## src/rtl/sram_arbiter.sv

```systemverilog
// ---------------------------------------------------------------------------
// sram_arbiter
//
// Shares one single-port, fixed-latency (1 cycle) SRAM between the pipeline's
// instruction-fetch requester (inst_*) and data-access requester (data_*).
// Data wins contention. A saturating streak counter bounds how long fetch can
// be starved: after MAX_DATA_BURST consecutive contended data grants, fetch
// is forced through. Every granted read is tagged so that the returning SRAM
// data is steered to the requester that issued it one cycle later.
//
// Ports
//   clk, rst                   clock, synchronous active-high reset
//   inst_req/we/addr/wdata     fetch request (we == 0 means read)
//   inst_gnt                   fetch accepted this cycle (combinational)
//   inst_rvalid/inst_rdata     fetch read response (cycle after grant)
//   data_*                     same group for the data requester
//   mem_en/we/addr/wdata       SRAM command, all zero when idle
//   mem_rdata                  SRAM read data, valid the cycle after a read
// ---------------------------------------------------------------------------
module sram_arbiter #(
    parameter int ADDR_W         = 64,
    parameter int DATA_W         = 64,
    parameter int MAX_DATA_BURST = 4
) (
    input  logic                clk,
    input  logic                rst,

    input  logic                inst_req,
    input  logic [DATA_W/8-1:0] inst_we,
    input  logic [ADDR_W-1:0]   inst_addr,
    input  logic [DATA_W-1:0]   inst_wdata,
    output logic                inst_gnt,
    output logic                inst_rvalid,
    output logic [DATA_W-1:0]   inst_rdata,

    input  logic                data_req,
    input  logic [DATA_W/8-1:0] data_we,
    input  logic [ADDR_W-1:0]   data_addr,
    input  logic [DATA_W-1:0]   data_wdata,
    output logic                data_gnt,
    output logic                data_rvalid,
    output logic [DATA_W-1:0]   data_rdata,

    output logic                mem_en,
    output logic [DATA_W/8-1:0] mem_we,
    output logic [ADDR_W-1:0]   mem_addr,
    output logic [DATA_W-1:0]   mem_wdata,
    input  logic [DATA_W-1:0]   mem_rdata
);

    localparam int BE_W     = DATA_W / 8;
    localparam int STREAK_W = $clog2(MAX_DATA_BURST + 1);
    localparam logic [STREAK_W-1:0] STREAK_MAX = STREAK_W'(MAX_DATA_BURST);

    // Consecutive contended data grants since fetch was last served/idle.
    logic [STREAK_W-1:0] streak_q, streak_d;
    // One-cycle response tags for reads issued in the previous cycle.
    logic                rd_inst_q, rd_inst_d;
    logic                rd_data_q, rd_data_d;

    logic                inst_win;
    logic                data_win;

    // -----------------------------------------------------------------------
    // Arbitration. Depends only on req inputs, rst and the streak register,
    // so there is no path from mem_rdata to either grant.
    // -----------------------------------------------------------------------
    always_comb begin
        inst_win = 1'b0;
        data_win = 1'b0;
        if (!rst) begin
            if (inst_req && data_req) begin
                if (streak_q == STREAK_MAX) begin
                    inst_win = 1'b1;
                end else begin
                    data_win = 1'b1;
                end
            end else if (inst_req) begin
                inst_win = 1'b1;
            end else if (data_req) begin
                data_win = 1'b1;
            end
        end
    end

    assign inst_gnt = inst_win;
    assign data_gnt = data_win;
    assign mem_en   = inst_win | data_win;

    // -----------------------------------------------------------------------
    // SRAM command mux. The winners are one-hot (or both zero), so an AND-OR
    // mux both selects the winner and zeroes the bus when idle.
    // -----------------------------------------------------------------------
    assign mem_addr = ({ADDR_W{inst_win}} & inst_addr)
                    | ({ADDR_W{data_win}} & data_addr);

    generate
        for (genvar gi = 0; gi < BE_W; gi++) begin : g_lane
            assign mem_we[gi] = (inst_win & inst_we[gi])
                              | (data_win & data_we[gi]);
            assign mem_wdata[gi*8 +: 8] = ({8{inst_win}} & inst_wdata[gi*8 +: 8])
                                        | ({8{data_win}} & data_wdata[gi*8 +: 8]);
        end
    endgenerate

    // -----------------------------------------------------------------------
    // Next-state logic for the streak counter and response tags.
    // The counter only grows while fetch is actually waiting; it can never
    // exceed STREAK_MAX because at STREAK_MAX contention goes to fetch.
    // -----------------------------------------------------------------------
    always_comb begin
        streak_d = streak_q;
        if (!inst_req || inst_win) begin
            streak_d = '0;
        end else if (data_win && (streak_q != STREAK_MAX)) begin
            streak_d = streak_q + 1'b1;
        end

        rd_inst_d = inst_win && (inst_we == '0);
        rd_data_d = data_win && (data_we == '0);
    end

    always_ff @(posedge clk) begin
        if (rst) begin
            streak_q  <= '0;
            rd_inst_q <= 1'b0;
            rd_data_q <= 1'b0;
        end else begin
            streak_q  <= streak_d;
            rd_inst_q <= rd_inst_d;
            rd_data_q <= rd_data_d;
        end
    end

    // -----------------------------------------------------------------------
    // Response steering. Responses are masked while rst is high so that a
    // read issued just before reset never surfaces.
    // -----------------------------------------------------------------------
    assign inst_rvalid = rd_inst_q & ~rst;
    assign data_rvalid = rd_data_q & ~rst;
    assign inst_rdata  = inst_rvalid ? mem_rdata : '0;
    assign data_rdata  = data_rvalid ? mem_rdata : '0;

endmodule

```

## config.mk

```make
export PLATFORM = sky130hd
export DESIGN_NAME = sram_arbiter
export DESIGN_NICKNAME = d
export VERILOG_FILES = /design/src/rtl/sram_arbiter.sv
export SDC_FILE = /design/constraint.sdc
export NUM_CORES = 1
export LEC_CHECK = 0
export CAP_MARGIN = 10
export CORE_AREA = 8 8 233 235
export CTS_BUF_LIST = sky130_fd_sc_hd__clkbuf_4
export CTS_CLUSTER_DIAMETER = 150
export DETAILED_ROUTE_END_ITERATION = 16
export DIE_AREA = 0 0 241 243
export SLEW_MARGIN = 20
export SYNTH_ARGS = -nofsm -noshare
export SYNTH_HDL_FRONTEND = slang
export SYNTH_SLANG_ARGS = --single-unit
```

## constraint.sdc

```tcl
create_clock -name clk -period 2.3 [get_ports clk]
set_clock_uncertainty 0.05 [all_clocks]
set_input_delay 0.46 -clock clk [delete_from_list [all_inputs] [get_ports clk]]
set_output_delay 0.46 -clock clk [all_outputs]
set_load 0.02 [all_outputs]
```

==> impl_metrics.toml <==
[die]
rows = 83
die_height_um = 243
ios = 609
die_w_um = 241
start_util = 0.04861
coreArea_um2 = 50680
die_area_um2 = 58560

[logic_synthesis]
syn_nets = 682
yosysTopAreaCell = "a22o_1"
yosysSeqAreaShare = 0.04063
synth_area_leaders = "a22o_1 (48%), and2_1 (33%), buf_2 (5.7%)"
synth_ff_type = "dfxtp_1"
async_flop_share = 0
synthTopCellsByCount = "a22o_1 (136), and2_1 (128), buf_2 (28)"
synth-seq-cells = 5
synth-edff-count = 0
syn_avg_cell_area_um2 = 7.246
netlist.area_leader.share = 0.4835
synth_most_common_cell = "a22o_1"
syn_area_um2 = 2464
syn_inst = 340
yosys_warnings = 0
yosysUniqueCellTypes = 18

[sta]
setup_violations = 136
finalMaxSlewViolations = 0
worst_slew_pin_slew_ps = 452.9
period_share = 1.113
min_period_ps = 2559
slew_headroom = 0.6953
final_hold_viol_count = 0
rsz0062_at_grt = "yes"
fmax_mhz = 390.8
setup_tns_ps = -22980
setup_ws_ps = -258.9

[clock_network]
clk_pin_slew_ps = 50
insertion_delay_ps = 240
cts-htree-levels = 1
cts.sinks = 5
cts_tree = "built"
cts_buffers = 3
cts-root-buf = "clkbuf_4"
clockBufferDepth = 2
hold_buffers = 0

[cells_and_area]
syn2layout_area_growth_pct = 352.6
nets = 1334
n_fill_cell = 5583
drive_gt1_frac = 0.2936
multiInputGateArea_um2 = 2592
instances_no_fill = 1672
seq_area_um2 = 102.6

[grt]
grt.total_usage = 0.1174
antenna_found_initial = 1
overflow = 0
grt_max_degree = 51
grt_pass1_vias = 6148
grt_pass1_wl_mm = 49.08

[setup_path]
crit_fanout = 6
required_ps = 1790
r2r_setup_slack_ps = 310
max_stage_delay_ps = 330
path_cells = "inv_2 -> ha_4 -> a311oi_4 -> buf_12 -> buf_12 -> buf_12 -> buf_12 -> buf_12 -> a22o_1 -> buf_12"
slowest_stage = "dfxtp_2"
critPathCaptureType = "primary output"
crit_top_cell = "buf_12"
critPathKind = "reg -> out"
cp_data_arrival_time_ps = 2050
startpoint_type = "register"

[power_and_ir_drop]
leakagePower_nw = 5.138
ir_drop_v = 0.0001059
pwr-share-seq = 0.043
p_comb_frac = 0.903
p_sw_frac = 0.3657
power.switching_mw = 0.7612
p_int_mw = 1.320
power.clock.fraction = 0.054
p_per_area_nw_per_um2 = 186.7

[hold_path]
hold_class = "in -> reg"

[placed_design]
gp_congestion = 0.9281
dp_slack_ps = -865.3
hpwlAfterDp_mm = 33.87
port-buffer-count = 608
place_inst = 1634

[routing]
drt_iter0_markers = 134
wl_per_cell_um = 22.83
drc_errors = 0
firstDrtPassIters = 4
wirelength_mm = 38.17
vias = 5592
ant_nets = 0
vias_per_cell = 3.344

[status]
status = "complete, but fails checks"
violations = "negative setup slack"

[run]
cap_viol_max_count = 0
==> power groups by stage <==
stage | combinational (mW) | sequential [mW] | clock (mW)
floorplan | 0.409 | 0.0900 | 0
global placement | 1.66 | 0.0899 | 0
detailed placement | 1.67 | 0.0900 | 0
CTS | 1.89 | 0.0885 | 0.120
global route | 1.96 | 0.0884 | 0.126
finish | 1.88 | 0.0886 | 0.112
==> layout make-up <==
| cell class | count | share of cell area |
|---|---|---|
| Tap cell | 680 | 0.07630 |
| Clock buffer | 4 | 0.002693 |
| Antenna cell | 1 | 0.0002244 |
| Sequential cell | 5 | 0.009201 |
| Multi-Input combinational cell | 287 | 0.2325 |
| Inverter | 4 | 0.001346 |
| Timing Repair Buffer | 691 | 0.6777 |
==> registers in the layout, summed over array words and instances (netlist names) <==
signal and cells:
streak_q 3, rd_data_q 1, rd_inst_q 1
==> per-stage QoR <==
| stage | hold slack, ps | utilization | cell area [um^2] | power, mW |
|---|---|---|---|---|
| finish | 516.9 | 0.2200 | 11150 | 2.082 |
| global route | 525.1 | 0.2200 | 11150 | 2.175 |
| CTS | 465.7 | 0.2172 | 11010 | 2.095 |
| detailed placement | 468.5 | 0.2005 | 10160 | 1.759 |
| global placement | 446.0 | 0.2005 | 10160 | 1.751 |
| floorplan | 367.3 | - | 2464 | 0.4991 |
==> worst max-delay path: cells and delay by family (launching register included) <==
| kind | cells | cell delay [ps] |
|---|---|---|
| buffers and inverters | 7 | 830 |
| AOI/OAI and AO/OA | 2 | 470 |
| DFF | 1 | 330 |
| adders and majority gates | 1 | 160 |
==> path summary, 6_finish.rpt <==
check | from | end | cells after the start
worst max-delay path | streak_q[0]$_SDFFE_PP0P_ | mem_wdata[63] | 10
worst min-delay path | rst | streak_q[2]$_SDFFE_PP0P_ | 4
worst max register to register | streak_q[0]$_SDFFE_PP0P_ | rd_data_q$_SDFF_PP0_ | 11
worst min register to register | streak_q[2]$_SDFFE_PP0P_ | streak_q[2]$_SDFFE_PP0P_ | 2
==> cells in the final DEF, fill, tap and decap left out, types with 4 or more instances in the layout <==
cell | synthesis | final
and2_1 | 128 | 128
dlygate4sd2_1 | 0 | 123
clkbuf_4 | 0 | 4
a22o_4 | 0 | 45
nor4_1 | 4 | 4
buf_12 | 0 | 69
nor2_1 | 6 | 6
buf_6 | 0 | 93
clkbuf_16 | 0 | 6
a22o_1 | 136 | 91
clkdlybuf4s50_1 | 0 | 337
buf_4 | 2 | 55
==> layer usage <==
layer,share of wire,track usage,vias up
li1,-,-,2574
met1,0.35,0.1184,2618
met2,0.53,0.2299,384
met3,0.10,0.03535,16
met4,0.020,0.02767,0
met5,0,0,-
==> cells by family (layout without fill, tap and decap cells) <==
kind of cell    after synthesis  in the layout  share of synthesized area
fa+ha+maj                     2              2                    0.01016
simple gates                146            146                     0.3621
buf+inv                      48            699                    0.09040
compound gates              138            138                     0.4926
mux                           1              1                   0.004063
other cells                   0              1                          0
flops                         5              5                    0.04063
==> timing repair <==
action	4_1_cts	5_1_grt
buffers inserted	25	6
setup endpoints to repair	271	138
pin swaps	87	42
resized for setup	661	20
gates cloned	4	6
hold endpoints to repair	0	0
(Power assumes the default switching activity.)
